[config.mk]
export PLATFORM = sky130hd
export DESIGN_NAME = tag_alloc_ctrl
export DESIGN_NICKNAME = d
export VERILOG_FILES = /design/src/rtl/tag_alloc_ctrl.sv
export SDC_FILE = /design/constraint.sdc
export NUM_CORES = 1
export LEC_CHECK = 0
export BUFFER_PORTS_ARGS = -buffer_cell sky130_fd_sc_hd__buf_2
export CAP_MARGIN = 20
export CORE_ASPECT_RATIO = 0.9
export CORE_MARGIN = 2
export CORE_UTILIZATION = 40
export DETAILED_ROUTE_END_ITERATION = 12
export PLACE_DENSITY = 0.73
export SETUP_SLACK_MARGIN = 0.05
export SYNTH_ARGS = -nofsm -noshare
export SYNTH_HDL_FRONTEND = slang
export SYNTH_SLANG_ARGS = --single-unit
[constraint.sdc]
create_clock -name clk -period 6.4 [get_ports clk]
set_input_delay 0.32 -clock clk [delete_from_list [all_inputs] [get_ports clk]]
set_output_delay 0.32 -clock clk [all_outputs]
set_load 0.1 [all_outputs]
[src/rtl/tag_alloc_ctrl.sv]
// Tag allocation controller: dual-grant allocation from the tag free list, a small freed-tag
// queue drained one tag per cycle into the free list, and a drain handshake for recovery.
// Optional build macro TAG_ALLOC_PERF_EN adds the stall_cycles / free_q_full_cycles counters.
module tag_alloc_ctrl #(
    parameter int NUM_TAGS     = 128,
    parameter int TAG_W        = $clog2(NUM_TAGS) + 1,
    parameter int FREE_Q_DEPTH = 4
) (
    input  logic             clk,
    input  logic             reset,
    input  logic             alloc_valid_0,
    input  logic             alloc_valid_1,
    output logic             alloc_ready,
    output logic [TAG_W-1:0] alloc_tag_0,
    output logic [TAG_W-1:0] alloc_tag_1,
    input  logic             free_valid_0,
    input  logic [TAG_W-1:0] free_tag_0,
    input  logic             free_valid_1,
    input  logic [TAG_W-1:0] free_tag_1,
    output logic             free_ready,
    input  logic             drain_req,
    output logic             drain_done,
    input  logic [TAG_W-1:0] fl_num_items,
    input  logic [TAG_W-1:0] fl_tag_0,
    input  logic [TAG_W-1:0] fl_tag_1,
    output logic             fl_read_1,
    output logic             fl_read_2,
    output logic             fl_write,
    output logic [TAG_W-1:0] fl_write_tag
`ifdef TAG_ALLOC_PERF_EN
    ,
    output logic [31:0]      stall_cycles,
    output logic [31:0]      free_q_full_cycles
`endif
);

    localparam int PTR_W = (FREE_Q_DEPTH > 1) ? $clog2(FREE_Q_DEPTH) : 1;
    localparam int CNT_W = $clog2(FREE_Q_DEPTH) + 1;

    typedef enum logic [1:0] {
        INIT  = 2'd0,
        RUN   = 2'd1,
        DRAIN = 2'd2
    } state_t;

    state_t state_q;
    state_t state_d;
    state_t mode;

    logic [TAG_W-1:0] q_mem [FREE_Q_DEPTH];
    logic [PTR_W-1:0] wr_ptr;
    logic [PTR_W-1:0] rd_ptr;
    logic [CNT_W-1:0] count;

    logic             active;
    logic [1:0]       need;
    logic             enq_0;
    logic             enq_1;
    logic [CNT_W-1:0] enq_cnt;
    logic [PTR_W-1:0] wr_ptr_1;

    // NOTE: sequential state uses non-blocking assignments so every register samples the
    // pre-edge values of the others, independent of process evaluation order.
    always_ff @(posedge clk) begin
        if (reset) begin
            state_q <= INIT;
        end else begin
            state_q <= state_d;
        end
    end

    // drain_req acts in the cycle it changes, so outputs follow the state being entered
    // (mode) rather than the registered one.
    always_comb begin
        // NOTE: every variable gets a default before the case so no path leaves it unassigned,
        // which would otherwise infer a latch.
        mode    = INIT;
        state_d = state_q;
        case (state_q)
            INIT: begin
                mode    = INIT;
                state_d = RUN;
            end
            RUN, DRAIN: begin
                mode    = drain_req ? DRAIN : RUN;
                state_d = mode;
            end
            default: begin
                mode    = INIT;
                state_d = INIT;
            end
        endcase
    end

    always_comb begin
        active       = !reset && (mode != INIT);
        need         = {1'b0, alloc_valid_0} + {1'b0, alloc_valid_1};

        alloc_ready  = active && (mode == RUN) && alloc_valid_0
                       && (fl_num_items >= TAG_W'(need));
        fl_read_1    = alloc_ready && !alloc_valid_1;
        fl_read_2    = alloc_ready && alloc_valid_1;
        alloc_tag_0  = reset ? '0 : fl_tag_0;
        alloc_tag_1  = reset ? '0 : fl_tag_1;

        free_ready   = active && (count <= CNT_W'(FREE_Q_DEPTH - 2));
        fl_write     = active && (count != '0);
        fl_write_tag = fl_write ? q_mem[rd_ptr] : '0;
        drain_done   = active && (mode == DRAIN) && (count == '0)
                       && !free_valid_0 && !free_valid_1;

        enq_0        = free_ready && free_valid_0;
        enq_1        = free_ready && free_valid_1;
        enq_cnt      = CNT_W'(enq_0) + CNT_W'(enq_1);
        wr_ptr_1     = wr_ptr + PTR_W'(1);
    end

    always_ff @(posedge clk) begin
        if (reset) begin
            wr_ptr <= '0;
            rd_ptr <= '0;
            count  <= '0;
        end else begin
            wr_ptr <= wr_ptr + PTR_W'(enq_cnt);
            rd_ptr <= rd_ptr + PTR_W'(fl_write);
            count  <= count + enq_cnt - CNT_W'(fl_write);
        end
    end

    // NOTE: queue storage has no reset; entries are only read once count marks them valid,
    // and reset clears count and pointers, which discards anything still queued.
    always_ff @(posedge clk) begin
        if (enq_0) begin
            q_mem[wr_ptr] <= free_tag_0;
        end
        if (enq_1) begin
            q_mem[enq_0 ? wr_ptr_1 : wr_ptr] <= free_tag_1;
        end
    end

`ifdef TAG_ALLOC_PERF_EN
    always_ff @(posedge clk) begin
        if (reset) begin
            stall_cycles       <= '0;
            free_q_full_cycles <= '0;
        end else begin
            if ((mode == RUN) && alloc_valid_0 && !alloc_ready && (stall_cycles != '1)) begin
                stall_cycles <= stall_cycles + 32'd1;
            end
            if ((mode != INIT) && !free_ready && (free_q_full_cycles != '1)) begin
                free_q_full_cycles <= free_q_full_cycles + 32'd1;
            end
        end
    end
`endif

    a_slot1_needs_slot0: assert property (@(posedge clk) disable iff (reset)
        !(alloc_valid_1 && !alloc_valid_0));

    a_free_only_when_ready: assert property (@(posedge clk) disable iff (reset)
        (free_valid_0 || free_valid_1) |-> free_ready);

    a_fl_count_in_range: assert property (@(posedge clk) disable iff (reset)
        fl_num_items <= TAG_W'(NUM_TAGS));

endmodule

# After elaboration in Yosys (flattened, before gate mapping)
# Memories as Yosys holds them, arrays and structs flattened. A register that Yosys moved wholly into a read port is not among the register bits.
# Index checks and enable logic that the tools add are counted.
op_classes:
  order_cmp: 2
  eq_ne: 4
  addsub: 7
  muxes: 12
  reduce_logical: 23
op_table:
  columns: ["operator", "count"]
  rows:
  - ["2-to-1 mux 8 bit", 3]
  - ["logical AND 1 bit", 14]
  - [">= comparator 8 x 2 -> 1 bit", 1]
  - ["2-to-1 mux 2 bit", 4]
  - ["adder 1 x 1 -> 2 bit", 2]
  - ["== test 2 x 1 -> 1 bit (second input constant)", 2]
  - ["== test 2 bit (second input constant)", 2]
  - ["logical NOT 1 bit", 4]
  - ["2-to-1 mux 1 bit", 4]
  - ["one-hot mux 2 bit (2 select lines)", 1]
  - ["adder 3 x 2 -> 3 bit", 1]
  - ["<= comparator 3 x 2 -> 1 bit (second input constant)", 1]
  - ["logical NOT 3 bit", 1]
  - ["nonzero test 3 bit", 1]
  - ["subtractor 3 x 1 -> 3 bit", 1]
  - ["adder 2 x 1 -> 2 bit", 1]
  - ["adder 2 x 1 -> 2 bit (second input constant)", 1]
  - ["adder 2 bit", 1]
  - ["logical NOT 2 bit", 1]
  - ["nonzero test 2 bit", 1]
  - ["OR reduction 2 bit", 1]
totals:
  reg_bits: 9
  elab_cells: 53
  ram_bits: 32
  inputBits: 47
  out_inout_bits: 30
  mem_count: 1
mem_list:
  columns: ["memory", "depth", "word_bits", "rd", "rd_ports_with_merged_regs", "write_ports", "line_no", "rtl"]
  rows:
  - ["q_mem", 4, 8, 1, 1, 2, "50", "logic [TAG_W-1:0] q_mem [FREE_Q_DEPTH];"]

# Logic depth before layout (Yosys ltp)
depth:
  ltp_word: 10
  depth_mapped: 14
  ltp_nobuf: 14

# Worst setup path after synthesis
# OpenSTA, ideal clock, no wires.
synth_path:
  path_kind: "flip-flop to output port"
  from: "register state_q[0]"
  to: "output port drain_done"
  n_path_buf: 0
  t_arrival_ps: 4033
  stages_incl_launch_ff: 6
  path_slack_ps: 2047
  t_required_ps: 6080
  path_cell_list: "dfxtp_1 inv_1 ha_1 and2b_2 and2_1 nor4b_1"
synth_via:
  elab_chain_cells: 9
  word_cells_on_any_way: 11
  classes_between: "eq/ne: 3; mux: 1; reduce/logical: 7"
synth_lines:
  columns: ["element", "line_no", "rtl"]
  rows:
  - ["start, declared", "46", "state_t state_q;"]
  - ["start signal, assigned", "68", "state_q <= state_d;"]
  - ["== test 2 x 1 -> 1 bit / == test 2 bit (equally long branches)", "79", "case (state_q)"]
  - ["OR reduction 2 bit (*)", "79", null]
  - ["2-to-1 mux 2 bit (*)", "79", null]
  - ["nonzero test 2 bit", "96", "active = !reset && (mode != INIT);"]
  - ["logical AND 1 bit", "96", null]
  - ["logical AND 1 bit (*) (2 in series)", "109", "drain_done = active && (mode == DRAIN) && (count == '0)"]
  - ["logical AND 1 bit (*) (2 in series)", "110", "&& !free_valid_0 && !free_valid_1;"]
  - ["end, declared", "22", "output logic drain_done,"]
# Mark *: on every way between the ends. The rest lies on a longest branch, timed or not.

# Worst setup path in the final report
layout_path:
  from: "register state_q[0]"
  to: "register count[2]"
layout_via:
  elab_chain_cells: 10
  word_cells_on_any_way: 13
  classes_between: "add/sub: 3; eq/ne: 2; mux: 1; reduce/logical: 7"
layout_lines:
  columns: ["element", "line_no", "rtl"]
  rows:
  - ["== test 2 x 1 -> 1 bit / == test 2 bit (equally long branches)", "79", null]
  - ["OR reduction 2 bit (*)", "79", null]
  - ["2-to-1 mux 2 bit (*)", "79", null]
  - ["nonzero test 2 bit (*)", "96", null]
  - ["logical AND 1 bit (*)", "96", null]
  - ["logical AND 1 bit", "106", "free_ready = active && (count <= CNT_W'(FREE_Q_DEPTH - 2));"]
  - ["logical AND 1 bit (on tied branches)", "112, 113", null]
  - ["adder 1 x 1 -> 2 bit", "114", "enq_cnt = CNT_W'(enq_0) + CNT_W'(enq_1);"]
  - ["adder 3 x 2 -> 3 bit", "126", "count <= count + enq_cnt - CNT_W'(fl_write);"]
  - ["subtractor 3 x 1 -> 3 bit (*)", "126", null]
  - ["end signal, assigned", "126", null]
  - ["end, declared", "53", "logic [CNT_W-1:0] count;"]
# Marks and branches as above.
# A chain may end at the register's enable or synchronous reset.

==> flow_metrics.py <==
metrics = {
    "clock_tree": {
        "clkLatencyLatePin_ns": 0.30,
        "cts_tree": "yes",
        "cts_setup_buffers": 0,
        "clockRootBuffer": "clkbuf_8",
        "cts_hold_buf": 0,
        "numCtsBuffers": 5,
        "cts_buffer_depth": 2,
        "clkTransAtPathRegs_ns": 0.08,
        "htree_levels": 2,
        "cts_sinks": 41,
        "ctsResizeCount": 0,
    },
    "setup_path": {
        "crit_path_end_kind": "flop",
        "r2r_setup_slack_ns": 3.24,
        "crit_path_top_delay_cell": "fa_1",
        "crit_chain": "inv_1, ha_1, and2b_2, nand3_2, inv_1, ha_1, inv_1, ha_1, inv_1, ha_1, fa_1, xor2_1, xnor2_1, nor2_1",
        "startpoint_type": "flop",
        "worst_ep_arrival_time_ns": 3.34,
        "r2r-start": "state_q[0]",
        "r2r-end": "count[2]",
        "required_ns": 6.58,
        "worstSetupPathType": "flop to flop",
        "endpoint": "count[2]",
        "slowest_delay_ns": 0.39,
        "ff2ff_path_depth": 14,
        "worst-path-max-fanout": 13,
        "cp-startpoint": "state_q[0]",
    },
    "floorplan": {
        "rows": 27,
        "core-area_um2": 6150,
        "start_util": 0.415,
        "dieArea_um2": 7030,
        "dieHeight_um": 79.8,
        "die_x_um": 88.2,
        "io_pins": 77,
    },
    "synth": {
        "synth_warnings": 0,
        "synth_top_flop_cell": "edfxtp_1",
        "yosys.area.top_type_share": 0.377,
        "netlist_instances": 202,
        "synthesis.nets": 265,
        "yosys-top-cells-area": "edfxtp_1 38%, mux2_2 14%, ha_1 7.4%",
        "syn-mean-instance-area_um2": 12.6,
        "netlist_area_um2": 2550,
        "synthDistinctLibCells": 34,
        "synth_largest_area_cell": "edfxtp_1",
        "synthArstFlopShare": 0,
        "synth_edf_count": 32,
        "synth-seq-area-share": 0.447,
        "ys_ff_latch": 41,
    },
    "route": {
        "drt_iter0_markers": 111,
        "num_vias": 1852,
        "wl_per_cell_um": 15.4,
        "via_per_inst": 5.03,
        "dr.pass1.iters": 4,
        "drc": 0,
        "wl_um": 5660,
        "drtAntennaViolNets": 0,
    },
    "pwr": {
        "swShare": 0.358,
        "powerDensity_nw_per_um2": 274,
        "power_leakage_nw": 1.32,
        "p_seq_frac": 0.381,
        "internal_power_w": 0.000558,
        "comb_power_share": 0.327,
        "pwr-share-clk": 0.292,
        "power_w": 0.000870,
        "ir_drop_uv": 104,
        "power.switching_w": 0.000312,
    },
    "cells_and_area": {
        "nets": 343,
        "n_antenna_cell": 0,
        "nFillCells": 561,
        "drive_gt1_frac": 0.480,
        "area_growth_pct": 24.6,
    },
    "global_route": {
        "grt_pass1_vias": 1795,
        "grt_start_max_net_pins": 28,
        "grt.total_usage": 0.164,
        "grt_pass1_wl_um": 8840,
        "antenna_found_initial": 0,
        "grt_overflow": 0,
    },
    "sta": {
        "final_max_slew_viol_count": 0,
        "worstMarginPinSlew_ns": 0.909,
        "fin_crit_ns": 3.16,
        "tns_ns": 0,
        "fin_crit_sh": 0.493,
        "maxSlewHeadroom": 0.394,
        "whs_ns": 0.270,
        "skew_ns": 0.00586,
        "rsz0062_at_grt": "no",
        "setup-violations-final": 0,
        "hold_viol_final": 0,
        "max_freq_mhz": 317,
    },
    "place": {
        "dp_hpwl_um": 4130,
        "place_congestion": 0.853,
        "port_buffers": 76,
    },
    "worst_hold_path": {
        "hold_path.class": "input pin to flop",
    },
    "run_status": {
        "status": "completed",
    },
    "job": {
        "maxCapViolations": 0,
    },
}
==> per-stage QoR <==
stage / area (µm²) / util / cells / setup WS [ns]
floorplan: 2550 / - / 202 / 2.05
global placement: 3040 / 0.495 / 360 / 3.29
detailed placement: 3040 / 0.495 / 360 / 3.18
CTS: 3180 / 0.517 / 368 / 3.24
global route: 3180 / 0.517 / 368 / 3.04
finish: 3180 / 0.517 / 368 / 3.24
==> synthesized netlist by cell type (2+ instances only) <==
cell type / number
inv_1: 16
xnor2_1: 4
and2b_1: 3
o211ai_1: 4
and3_1: 8
nand3_1: 4
edfxtp_1: 32
clkbuf_1: 5
mux4_2: 8
o32ai_1: 4
ha_1: 15
dfxtp_1: 9
a21oi_1: 6
and2_1: 4
nand2_1: 4
nor2b_1: 20
a21oi_4: 4
buf_2: 2
mux2_2: 32
nor2_1: 4
==> metal layers <==
layer	up-vias	wire, µm	part of all wire	GRT usage
li1	903	-	-	-
met1	906	2550	0.45	0.221
met2	38	2880	0.51	0.272
met3	5	190	0.034	0.0290
met4	0	40	0.0071	0.0439
met5	-	0	0	0
==> flip-flops by register name, indices dropped and copies added (netlist names) <==
signal and flops:
wr_ptr 2, state_q 2, q_mem 32, count 3, rd_ptr 2
==> worst min-delay path by stage <==
stage	slack, ns	from	cells after the start	endpoint
floorplan	0.39	reset	1	wr_ptr[0]
global placement	0.54	state_q[1]	2	state_q[0]
detailed placement	0.55	state_q[0]	2	state_q[0]
CTS	0.27	drain_req	2	state_q[1]
global route	0.28	drain_req	2	state_q[1]
finish	0.27	drain_req	2	state_q[1]
==> layout make-up <==
cell class	count	area, µm²	share of cell area
well taps	87	109	0.0342
flip-flops and latches	41	1140	0.359
inverters	16	60.1	0.0189
multi-input cells	138	1340	0.420
clock inverters	3	68.8	0.0216
clock buffers	5	68.8	0.0216
repair buffers	78	395	0.124
==> cell families (layout without fill, tap and decap cells) <==
family,after synthesis,in the layout,synth area share
fa+ha+maj,16,16,0.0814
xor+xnor,5,5,0.0172
buf+inv,23,102,0.0348
flops,41,41,0.447
mux,40,40,0.212
compound gates,20,20,0.0687
simple gates,57,57,0.139
==> critical path, delay by kind of cell, from the launching register on <==
kind                     cells  cell delay, ns
adder cells (fa/ha/maj)      5            1.50
AND/OR/NAND/NOR              3            0.61
flip-flops                   1            0.33
XOR/XNOR                     2            0.32
buffers and inverters        4            0.29
==> cells in the final DEF (no fill, tap or decap), drive strengths merged <==
| cell | count |
|---|---|
| and2 | 4 |
| xor2 | 1 |
| mux4 | 8 |
| or3 | 1 |
| nor2 | 4 |
| nor2b | 20 |
| o32ai | 4 |
| xnor2 | 4 |
| a2111oi | 1 |
| a21oi | 10 |
| a31oi | 1 |
| mux2 | 32 |
| nand4 | 1 |
| dfxtp | 9 |
| nand3 | 5 |
| bufinv | 2 |
| clkbuf | 5 |
| and2b | 4 |
| and4bb | 1 |
| o211ai | 4 |
| and3 | 8 |
| edfxtp | 32 |
| buf | 78 |
| nor4 | 1 |
| nor4b | 1 |
| nand4bb | 1 |
| fa | 1 |
| nand2b | 1 |
| nor3 | 1 |
| ha | 15 |
| inv | 17 |
| nand2 | 4 |
==> power by group through the flow <==
stage	Clock [W]	Combinational, W	Sequential, W
after detailed placement	0	0.000284	0.000338
after CTS	0.000255	0.000286	0.000332
final	0.000254	0.000285	0.000331
after floorplan	0	0.000232	0.000324
after global routing	0.000267	0.000305	0.000335
after global placement	0	0.000279	0.000337
No activity file was read; power rests on OpenSTA's default activity.
